==> src/rtl/debug_dump_sequencer.sv <==
// Walks PC, register bank and data memory in that order and streams every word MSB-first
// as four UART TX bytes. Optional trailing XOR checksum byte: define DEBUG_DUMP_CHECKSUM_EN.
module debug_dump_sequencer #(
    parameter int NB_DATA    = 32,
    parameter int N_BITS     = 8,
    parameter int NB_PC      = 32,
    parameter int NB_BR_ADDR = 5,
    parameter int BR_WORDS   = 32,
    parameter int NB_DM_ADDR = 5,
    parameter int DM_WORDS   = 32
) (
    input  logic                  i_clock,
    input  logic                  i_reset,
    input  logic                  i_start,
    input  logic [2:0]            i_sel,
    output logic                  o_busy,
    output logic                  o_done,
    input  logic [NB_PC-1:0]      i_pc_value,
    output logic [NB_BR_ADDR-1:0] o_br_addr,
    output logic                  o_br_read,
    input  logic [NB_DATA-1:0]    i_br_data,
    output logic [NB_DM_ADDR-1:0] o_dm_addr,
    output logic                  o_dm_read_enable,
    input  logic [NB_DATA-1:0]    i_dm_data,
    output logic [N_BITS-1:0]     o_tx_data,
    output logic                  o_tx_start,
    input  logic                  i_tx_done
);

    localparam int NB_IDX = (NB_BR_ADDR > NB_DM_ADDR) ? NB_BR_ADDR : NB_DM_ADDR;
    localparam logic [NB_IDX-1:0] BR_LAST = NB_IDX'(BR_WORDS - 1);
    localparam logic [NB_IDX-1:0] DM_LAST = NB_IDX'(DM_WORDS - 1);
    localparam logic [NB_IDX-1:0] IDX_ONE = NB_IDX'(1);

    typedef enum logic [2:0] {
        ST_IDLE    = 3'd0,
        ST_FETCH   = 3'd1,
        ST_LATCH   = 3'd2,
        ST_SEND    = 3'd3,
        ST_WAIT_TX = 3'd4,
        ST_NEXT    = 3'd5,
        ST_CKSUM   = 3'd6,
        ST_DONE    = 3'd7
    } state_t;

    typedef enum logic [1:0] {
        SEC_PC = 2'd0,
        SEC_BR = 2'd1,
        SEC_DM = 2'd2
    } sec_t;

    state_t              r_state;
    state_t              w_state_next;
    sec_t                r_sec;
    sec_t                w_sec_next;
    logic [NB_IDX-1:0]   r_idx;
    logic [NB_IDX-1:0]   w_idx_next;
    logic [1:0]          r_sel_hi;
    logic [NB_DATA-1:0]  r_shift;
    logic [NB_DATA-1:0]  w_pc_ext;
    logic [1:0]          r_bcnt;
    logic [NB_BR_ADDR-1:0] r_br_addr;
    logic [NB_DM_ADDR-1:0] r_dm_addr;
    logic                w_sec_last;
    logic                w_last_byte;
`ifdef DEBUG_DUMP_CHECKSUM_EN
    logic [N_BITS-1:0]   r_cksum;
    logic                r_cksum_phase;
`endif

    generate
        if (NB_PC >= NB_DATA) begin : g_pc_trunc
            assign w_pc_ext = i_pc_value[NB_DATA-1:0];
        end else begin : g_pc_zext
            assign w_pc_ext = {{(NB_DATA-NB_PC){1'b0}}, i_pc_value};
        end
    endgenerate

    always_comb begin
        w_sec_last = 1'b1;
        case (r_sec)
            SEC_PC:  w_sec_last = 1'b1;
            SEC_BR:  w_sec_last = (r_idx == BR_LAST);
            SEC_DM:  w_sec_last = (r_idx == DM_LAST);
            default: w_sec_last = 1'b1;
        endcase
    end

    assign w_last_byte = (r_bcnt == 2'd3);

    always_comb begin
        w_state_next = r_state;
        w_sec_next   = r_sec;
        w_idx_next   = r_idx;
        case (r_state)
            ST_IDLE: begin
                if (i_start) begin
                    w_idx_next = '0;
                    if (i_sel[0]) begin
                        w_sec_next   = SEC_PC;
                        w_state_next = ST_FETCH;
                    end else if (i_sel[1]) begin
                        w_sec_next   = SEC_BR;
                        w_state_next = ST_FETCH;
                    end else if (i_sel[2]) begin
                        w_sec_next   = SEC_DM;
                        w_state_next = ST_FETCH;
                    end else begin
                        w_state_next = ST_DONE;
                    end
                end
            end
            ST_FETCH: w_state_next = ST_LATCH;
            ST_LATCH: w_state_next = ST_SEND;
            ST_SEND:  w_state_next = ST_WAIT_TX;
            ST_WAIT_TX: begin
                if (i_tx_done) begin
                    if (w_last_byte) begin
`ifdef DEBUG_DUMP_CHECKSUM_EN
                        w_state_next = r_cksum_phase ? ST_DONE : ST_NEXT;
`else
                        w_state_next = ST_NEXT;
`endif
                    end else begin
                        w_state_next = ST_SEND;
                    end
                end
            end
            ST_NEXT: begin
                if (!w_sec_last) begin
                    w_idx_next   = r_idx + IDX_ONE;
                    w_state_next = ST_FETCH;
                end else begin
                    // Index parks at 0 on a section change, so it never runs past a section end.
                    w_idx_next = '0;
                    if (r_sec == SEC_PC && r_sel_hi[0]) begin
                        w_sec_next   = SEC_BR;
                        w_state_next = ST_FETCH;
                    end else if (r_sec != SEC_DM && r_sel_hi[1]) begin
                        w_sec_next   = SEC_DM;
                        w_state_next = ST_FETCH;
                    end else begin
`ifdef DEBUG_DUMP_CHECKSUM_EN
                        w_state_next = ST_CKSUM;
`else
                        w_state_next = ST_DONE;
`endif
                    end
                end
            end
            ST_CKSUM: w_state_next = ST_SEND;
            ST_DONE:  w_state_next = ST_IDLE;
            default:  w_state_next = ST_IDLE;
        endcase
    end

    always_ff @(negedge i_clock) begin
        if (i_reset) begin
            r_state   <= ST_IDLE;
            r_sec     <= SEC_PC;
            r_idx     <= '0;
            r_sel_hi  <= '0;
            r_shift   <= '0;
            r_bcnt    <= '0;
            r_br_addr <= '0;
            r_dm_addr <= '0;
        end else begin
            r_state <= w_state_next;
            r_sec   <= w_sec_next;
            r_idx   <= w_idx_next;

            // Only BR/DM enables matter after the first section has been chosen.
            if (r_state == ST_IDLE && i_start) begin
                r_sel_hi <= i_sel[2:1];
            end

            if (r_state == ST_LATCH) begin
                case (r_sec)
                    SEC_PC:  r_shift <= w_pc_ext;
                    SEC_BR:  r_shift <= i_br_data;
                    default: r_shift <= i_dm_data;
                endcase
                r_bcnt <= '0;
            end else if (r_state == ST_WAIT_TX && i_tx_done && !w_last_byte) begin
                r_shift <= r_shift << N_BITS;
                r_bcnt  <= r_bcnt + 2'd1;
            end
`ifdef DEBUG_DUMP_CHECKSUM_EN
            else if (r_state == ST_CKSUM) begin
                // Count already at 3 so the checksum goes out as a single byte.
                r_shift <= {r_cksum, {(NB_DATA-N_BITS){1'b0}}};
                r_bcnt  <= 2'd3;
            end
`endif

            // Addresses are loaded on the edge entering FETCH so they are stable for the read.
            if (w_state_next == ST_IDLE) begin
                r_br_addr <= '0;
                r_dm_addr <= '0;
            end else if (w_state_next == ST_FETCH) begin
                if (w_sec_next == SEC_BR) begin
                    r_br_addr <= w_idx_next[NB_BR_ADDR-1:0];
                end
                if (w_sec_next == SEC_DM) begin
                    r_dm_addr <= w_idx_next[NB_DM_ADDR-1:0];
                end
            end
        end
    end

`ifdef DEBUG_DUMP_CHECKSUM_EN
    always_ff @(negedge i_clock) begin
        if (i_reset) begin
            r_cksum       <= '0;
            r_cksum_phase <= 1'b0;
        end else if (r_state == ST_IDLE) begin
            r_cksum       <= '0;
            r_cksum_phase <= 1'b0;
        end else if (r_state == ST_SEND && !r_cksum_phase) begin
            r_cksum <= r_cksum ^ r_shift[NB_DATA-1 -: N_BITS];
        end else if (r_state == ST_CKSUM) begin
            r_cksum_phase <= 1'b1;
        end
    end
`endif

    assign o_busy           = (r_state != ST_IDLE);
    assign o_done           = (r_state == ST_DONE);
    assign o_tx_start       = (r_state == ST_SEND);
    assign o_tx_data        = r_shift[NB_DATA-1 -: N_BITS];
    assign o_br_read        = (r_state == ST_FETCH || r_state == ST_LATCH) && (r_sec == SEC_BR);
    assign o_dm_read_enable = (r_state == ST_FETCH || r_state == ST_LATCH) && (r_sec == SEC_DM);
    assign o_br_addr        = r_br_addr;
    assign o_dm_addr        = r_dm_addr;

endmodule

==> config.mk <==
export PLATFORM = sky130hd
export DESIGN_NAME = debug_dump_sequencer
export DESIGN_NICKNAME = d
export VERILOG_FILES = /design/src/rtl/debug_dump_sequencer.sv
export SDC_FILE = /design/constraint.sdc
export NUM_CORES = 1
export LEC_CHECK = 0
export CAP_MARGIN = 15
export CORE_MARGIN = 5
export CORE_UTILIZATION = 47
export DETAILED_ROUTE_END_ITERATION = 10
export PLACE_DENSITY = 0.86
export SLEW_MARGIN = 20
export SYNTH_ARGS = -nofsm -noshare
export SYNTH_HDL_FRONTEND = slang
export SYNTH_SLANG_ARGS = --single-unit
export TNS_END_PERCENT = 100
==> constraint.sdc <==
create_clock -name i_clock -period 3.74 [get_ports i_clock]
set_input_delay 0.561 -clock i_clock [delete_from_list [all_inputs] [get_ports i_clock]]
set_output_delay 0.561 -clock i_clock [all_outputs]
set_load 0.01 [all_outputs]
======== Word level (Yosys, flattened, before mapping) ========
Cells that the tools add are included.
operators by class
  $add $sub $neg .......................... 2
  eq/ne operators ......................... 15
  reduce and logical (&&, ||, !) cells .... 20
  mux-type cells .......................... 25
operator list
  cell                                                              number
  32-bit two-way mux                                                2
  32-bit one-hot mux with 2 select lines                            1
  3-bit two-way mux                                                 9
  3-bit one-hot mux with 7 select lines                             1
  2-bit two-way mux                                                 7
  3-bit == test (second input constant)                             4
  5-bit two-way mux                                                 2
  5-bit one-hot mux with 2 select lines                             1
  2-bit OR reduction                                                4
  1-bit logical AND                                                 7
  2-bit == test (second input constant)                             3
  3-bit by 1-bit == test with 1-bit output (second input constant)  2
  3-bit by 2-bit == test with 1-bit output (second input constant)  2
  3-bit logical NOT                                                 2
  5-bit by 1-bit adder with 5-bit output (second input constant)    1
  5-bit == test (second input constant)                             1
  2-bit by 1-bit == test with 1-bit output (second input constant)  2
  2-bit one-hot mux with 2 select lines                             1
  2-bit AND reduction                                               2
  3-bit nonzero test                                                1
  2-bit by 1-bit adder with 2-bit output (second input constant)    1
  2-bit logical NOT                                                 1
  2-bit != test (second input constant)                             1
  2-bit nonzero test                                                1
  3 further kinds                                                   3
storage, ports and cells
  bits of input ports ..................... 103
  word-level logic and storage cells ...... 70
  output and inout port bits .............. 23
  flip-flop bits (word level) ............. 56

======== Depth between registers and ports, before layout ========
Gate-level depths: netlist of the first run.
  depth in word-level cells ............... 8
  gate-level depth with buffers ........... 9
  depth with buffers taken out ............ 8

==> run summary, run 1 <==
Status - completed
Initial antenna violation count - 0
Final hold vios - 0
Post-DP Area - 4530 um2
Worst-skew pair later-pin latency - 400 ps
CTS Root Cell - clkbuf_8
Number of global-route vias before repair - 3840
Placement Setup Slack - -685 ps
Critical Path Fanout Max - 8
CTS Hold Bufs - 0
Setup violators final - 0
Async SR Flop Fraction - 0
GPL Wtd Cong - 0.827
Post-Syn Instances - 375
Cell Chain, Critical Path - buf_6 > or4b_4 > and2_4 > a311oi_4 > buf_6 > buf_12 > nand2_2 > mux2i_2
Worst slew margin - 0.395
Reg2Reg Depth - 10
Initial DRC Count - 189
Sum Neg Setup Slack - 0 ps
WP data required - 2180 ps
Post-route ant nets - 0
Number of flops mapped to enable cells by yosys - 0
Die area - 8380 um2
WL/cell - 16.8 um
Grt ovf - 0
Worst path max stage delay - 530 ps
Largest area contributor in the netlist - dfxtp_1
DR vias - 3609
Register bit total from synthesis - 56
Post-route cell area - 5010 um2
Row Count - 29
Clock-pin slew on the worst setup and hold paths - 60 ps
Port Buffers - 125
DRC Markers - 0
Worst Clk Skew - 35.3 ps
GRT Resource Usage Total - 0.249
Clk buf depth - 2
Worst Setup End Kind - register
Die W - 91.6 um
Max cap viols - 0
Mapped Area - 3130 um2
Syn. warnings - 0
Net count, final - 667
Final Core Density - 0.780
Layout Cells excl Fill - 636
RSZ-0062 raised after global routing - yes
Setup crit start kind - input pin
HPWL after DPL - 7.33 mm
IO Count - 126
Initial Util - 0.487
HP Class - register to register
Worst vdd ir - 0.316 mV
Post-synthesis sequential area ratio - 0.359
First-pass DRT Iterations - 5
Static Leakage - 0.00239 uW
First-pass GRT wire length - 17.4 mm
Top Layer Used - met4
Placed cell count - 569
CP max stage cell - or4b_4
WL met1 - 4.25 mm
CP most frequent cell - buf_6
CTS tree - built
Via-to-Cell Ratio - 5.67
Met2 wire length - 5.42 mm
Worst-margin pin slew - 908 ps
CTS H-tree lvls - 2
Ant diodes - 0
Largest net degree at the start of global routing - 50
Avg Cell Area, Syn - 8.34 um2
Worst setup path category - input pin to register
Die Y-Extent - 91.6 um
Layout Area Growth over Synthesis - 60.3%
Total CTS buffers - 5
Met3 wire length - 847 um
Power per cell area - 481 nW/um2
Yosys cell types - 46
Share of cells above drive strength 1 - 0.152
Worst EP arrival - 2160 ps
Top post-synthesis cells by area - dfxtp_1, a22oi_1, a221oi_1
Clock sink count - 56
Core Footprint - 6420 um2
Post-Route WL - 10.7 mm
Final slew viol count - 0
Yosys top cell area share - 0.359
Hold depth - 2
Synth Net Count - 484
Final setup margin - 22.2 ps
Top FF cell, synth - dfxtp_1
## per-layer routing
layer  GRT usage  up-vias
li1            -     1733
met1       0.278     1701
met2       0.440      159
met3      0.0793       16
met4      0.0905        0
met5           0        -
## state kept, by name (all words and copies together) (netlist names)
name	flops
o_br_addr	5
o_dm_addr	5
r_sel_hi	2
r_idx	5
r_state	3
r_shift	32
r_bcnt	2
r_sec	2
## through the flow
stage,power [uW],hold slack [ps]
floorplan,1400,437
finish,2410,458
global placement,1720,446
global route,2590,490
detailed placement,1750,449
CTS,2390,460
## critical path: cells and delay by family
kind	cells	cell delay (ps)
AOI/OAI and AO/OA	1	250
and+or+nand+nor	3	770
buffers and inverters	3	410
muxes	1	160
## cell usage after synthesis, drive strengths merged, types with 2 or more instances
master / number
clkbuf: 20
nand3: 5
a22oi: 34
nand2: 44
nor3: 6
xnor2: 2
a21oi: 40
ha: 6
nor2: 38
and2: 6
a221oi: 24
nand2b: 10
a211oi: 2
a22o: 3
buf: 19
a31oi: 9
inv: 5
o21ai: 6
nor2b: 4
dfxtp: 56
mux2i: 20
## where the power goes
| part | internal [uW] | switching [uW] |
|---|---|---|
| Sequential | 686 | 61.4 |
| Clock | 284 | 397 |
| Combinational | 490 | 495 |
| Total | 1460 | 953 |
## path summary, 6_finish.rpt
path	slack [ps]	to	startpoint
worst max-delay path	20	o_br_addr[3]	i_sel[0]
worst min register to register	460	o_br_addr[4]	o_br_addr[4]
worst max register to register	1320	o_dm_addr[4]	r_idx[0]
worst min-delay path	460	o_br_addr[4]	o_br_addr[4]
## kinds of logic after synthesis
group,after synthesis,synth area share
flops,56,0.359
compound gates,126,0.288
simple gates,120,0.184
xor+xnor,2,0.00560
mux,20,0.0640
buf+inv,45,0.0764
fa+ha+maj,6,0.0240
## area by class of cell
| cell class | count | area, um2 |
|---|---|---|
| inverters | 5 | 32.5 |
| well taps | 77 | 96.3 |
| flip-flops and latches | 56 | 1130 |
| clock buffers | 5 | 68.8 |
| fillers | 437 | 1410 |
| clock inverters | 59 | 260 |
| multi-input cells | 274 | 1860 |
| repair buffers | 160 | 1570 |
## what timing repair did
action                                  in CTS  in global routing
endpoints found under the setup margin      33                 36
buffers inserted                             2                  1
pin swaps                                    5                  7
gates resized for setup                     38                 35
gates cloned                                 1                  0
## layout by cell type (no fill, tap or decap), types with 3 or more instances in the layout
cell             netlist  routed
a21oi_1               40      40
a221oi_1              24      24
a22oi_1               34      34
a31oi_1                9       9
and2_1                 4       4
buf_2                  6       4
buf_4                 11      28
buf_6                  1       7
clkbuf_2               0       3
clkbuf_8               0       5
clkdlybuf4s50_1        0     106
dfxtp_1               56      52
dlymetal6s2s_1         0       9
ha_1                   6       4
inv_1                  4      59
mux2i_1               20      19
nand2_1               44      39
nand2_2                0       3
nand2b_1              10       6
nand2b_4               0       3
nand3_1                5       5
nor2_1                38      35
nor2b_1                4       4
nor3_1                 5       5
o21ai_0                4       4
Power figures use the tool's default switching activity.
==> run 2: changes to the inputs <==
--- a/config.mk
+++ b/config.mk
@@ -14,4 +14,3 @@
 export SYNTH_ARGS = -nofsm -noshare
 export SYNTH_HDL_FRONTEND = slang
 export SYNTH_SLANG_ARGS = --single-unit
-export TNS_END_PERCENT = 100
==> results of run 2 <==
The final DEF is identical to that of run 1; final timing and power are the same.
==> run 3: changes to the inputs <==
--- a/config.mk
+++ b/config.mk
@@ -5,11 +5,15 @@
 export SDC_FILE = /design/constraint.sdc
 export NUM_CORES = 1
 export LEC_CHECK = 0
+export ABC_CLOCK_PERIOD_IN_PS = 3740
 export CAP_MARGIN = 15
+export CELL_PAD_IN_SITES_DETAIL_PLACEMENT = 0
+export CELL_PAD_IN_SITES_GLOBAL_PLACEMENT = 1
 export CORE_MARGIN = 5
-export CORE_UTILIZATION = 47
+export CORE_UTILIZATION = 33
+export CTS_CLUSTER_SIZE = 30
 export DETAILED_ROUTE_END_ITERATION = 10
-export PLACE_DENSITY = 0.86
+export PLACE_DENSITY_LB_ADDON = 0.1
 export SLEW_MARGIN = 20
 export SYNTH_ARGS = -nofsm -noshare
 export SYNTH_HDL_FRONTEND = slang
==> run 3 against run 2 <==
Against the previous run: the run now ends with negative setup slack left; design area up 1.2%; cell count up 10%; count of clock-buffer cells in the layout unchanged; utilization down 23 points; via count shrank 4.0%; worst hold slack worse by 1.9 ps; power shrank 4.6%; global-route usage is 7.1 points lower; first-iteration DRC count fell by 59%; sequential power is essentially flat; critical endpoint is now o_dm_addr[2]; highest routed layer unchanged.
==> run summary, run 3 (synthesized netlist as in run 1, its figures left out) <==
Number of global-route vias before repair - 3673 (-4.3%)
Worst setup path category - input pin to register
GPL Wtd Cong - 0.875 (+5.8%)
Max cap viols - 0 (unchanged)
Post-route ant nets - 0 (unchanged)
R2r startpoint - r_idx[0]
Most flops, register - r_shift
Worst Hold End - r_sel_hi[1]
IO Count - 126 (unchanged)
Die area - 11500 um2 (+37%)
Total Power - 2300 uW (-4.6%)
WP data required - 2160 ps (-20 ps)
WL met1 - 4.34 mm (+2.1%)
Initial Util - 0.338 (-0.148)
HP Class - register to register
Final hold vios - 0 (unchanged)
CTS Hold Bufs - 0 (unchanged)
Worst Clk Skew - 24.8 ps (-10.5 ps)
CTS tree - built
Most frequent cells in the layout - clkdlybuf4s50_1, inv_1, dfxtp_1
Reg2Reg Depth - 10 (unchanged)
Clk buf depth - 2 (unchanged)
CTS Root Cell - clkbuf_8
Setup crit start kind - input pin
Critical Path Fanout Max - 8 (unchanged)
Sum Neg Setup Slack - -14.7 ps (-14.7 ps)
Static Leakage - 0.00231 uW (-3.2%)
CTS H-tree lvls - 2 (unchanged)
Worst-skew pair later-pin latency - 390 ps (about the same)
Failing checks - negative setup slack
Met2 wire length - 5.37 mm (-0.90%)
Clock-pin slew on the worst setup and hold paths - 40 ps (-20 ps)
Power per cell area - 454 nW/um2 (-5.7%)
Die Y-Extent - 107 um (+17%)
Status - complete, but fails checks
Core Footprint - 9240 um2 (+44%)
Slack of the worst reg-to-reg path - 1260 ps (-60 ps)
Top Layer Used - met4
Net count, final - 679 (+1.8%)
Port Buffers - 125 (unchanged)
Final slew viol count - 0 (unchanged)
RSZ-0062 raised after global routing - yes
DR vias - 3464 (-4.0%)
Initial antenna violation count - 0 (unchanged)
Die W - 107 um (+17%)
Final setup margin - -5.79 ps (-28.0 ps)
Initial DRC Count - 78 (-59%)
Share of cells above drive strength 1 - 0.152 (+0.000307)
First-pass DRT Iterations - 4 (-1)
Fill count - 907 (+110%)
Ant diodes - 0 (unchanged)
Row Count - 35 (+21%)
Hold depth - 2 (unchanged)
Worst slew margin - 0.366 (-0.0289)
Via-to-Cell Ratio - 4.95 (-13%)
Worst vdd ir - 0.292 mV (-7.6%)
Capturing point of the worst reg2reg path - o_br_addr[2]
WL/cell - 14.9 um (-11%)
Layout Area Growth over Synthesis - 62.2%
Largest net degree at the start of global routing - 50 (unchanged)
Total CTS buffers - 5 (unchanged)
DRC Markers - 0 (unchanged)
Post-Route WL - 10.4 mm (-2.6%)
Max reg flops - 32 (unchanged)
HPWL after DPL - 7.58 mm (+3.5%)
First-pass GRT wire length - 16.8 mm (-3.6%)
GRT Resource Usage Total - 0.178 (-0.0707)
Worst EP arrival - 2160 ps (about the same)
Worst Setup End Kind - register
Commonest non-fill, non-tap cell in the layout - clkdlybuf4s50_1
Clock sink count - 56 (unchanged)
Worst-margin pin slew - 951 ps (+43.3 ps)
Grt ovf - 0 (unchanged)
Setup violators final - 4 (+4)
Hold path start - r_sel_hi[1]
Met3 wire length - 591 um (-30%)
-- run 3: changes by cell type in the layout (fill, tap and decap cells not counted), sizes merged --
cell,before,now
buf,42,55
clkdlybuf4s50,106,111
dlymetal6s2s,9,4
bufinv,2,1
clkbuf,8,7
clkinvlp,0,1
-- run 3: through the flow --
stage                     hold slack, ps  worst slack [ps]  cells  cell area, um2   util
after floorplan                      437              -155    375            3140      -
after global placement               451              -670    632            4720  0.511
after detailed placement             455              -743    632            4720  0.511
after CTS                            460              3.82    699            5050  0.546
after global routing                 478             -59.7    700            5070  0.549
final                                456             -5.79    700            5070  0.549
-- run 3: cell type report --
| type | instances | area [um2] | share of cell area |
|---|---|---|---|
| multi-input cells | 274 | 1800 | 0.355 |
| repair buffers | 172 | 1650 | 0.325 |
| flip-flops and latches | 56 | 1130 | 0.224 |
| clock inverters | 59 | 228 | 0.0449 |
| well taps | 129 | 161 | 0.0318 |
| clock buffers | 5 | 68.8 | 0.0136 |
| inverters | 5 | 32.5 | 0.00642 |
-- run 3: worst max-delay path, stage by stage --
cell      delay [ps]
buf_6             90
or4b_4           530
and2_4           180
buf_12           120
a311oi_4         280
buf_6            200
nand2b_4          60
mux2i_1          140
-- run 3: timing repair --
| item | CTS | global route |
|---|---|---|
| resized for setup | 40 | 18 |
| endpoints found under the setup margin | 20 | 18 |
| setup buffers | 3 | 3 |
| pin swaps | 5 | 6 |
| gates cloned | 1 | 0 |
-- run 3: how the worst max path moves through the flow --
stage,start,end,slack [ps],cells past startpoint
floorplan,i_start,o_br_addr[0],-150,7
global placement,i_sel[2],o_dm_addr[1],-670,8
detailed placement,i_sel[2],o_dm_addr[2],-740,8
CTS,r_state[1],o_tx_start,4,4
global route,i_sel[2],o_dm_addr[2],-60,8
finish,i_sel[2],o_dm_addr[2],-6,8
-- run 3: power by group --
| group | switching, uW | internal, uW | total, uW | leakage (uW) |
|---|---|---|---|---|
| registers | 56.8 | 687 | 744 | 0.000458 |
| logic | 482 | 517 | 999 | 0.00151 |
| clock network | 352 | 207 | 559 | 0.000344 |
| total | 890 | 1410 | 2300 | 0.00231 |
-- run 3: layer usage --
metal | GRT usage | up-vias
met5 | 0 | -
met4 | 0.0667 | 0
met3 | 0.0462 | 10
met2 | 0.320 | 91
met1 | 0.201 | 1603
li1 | - | 1760
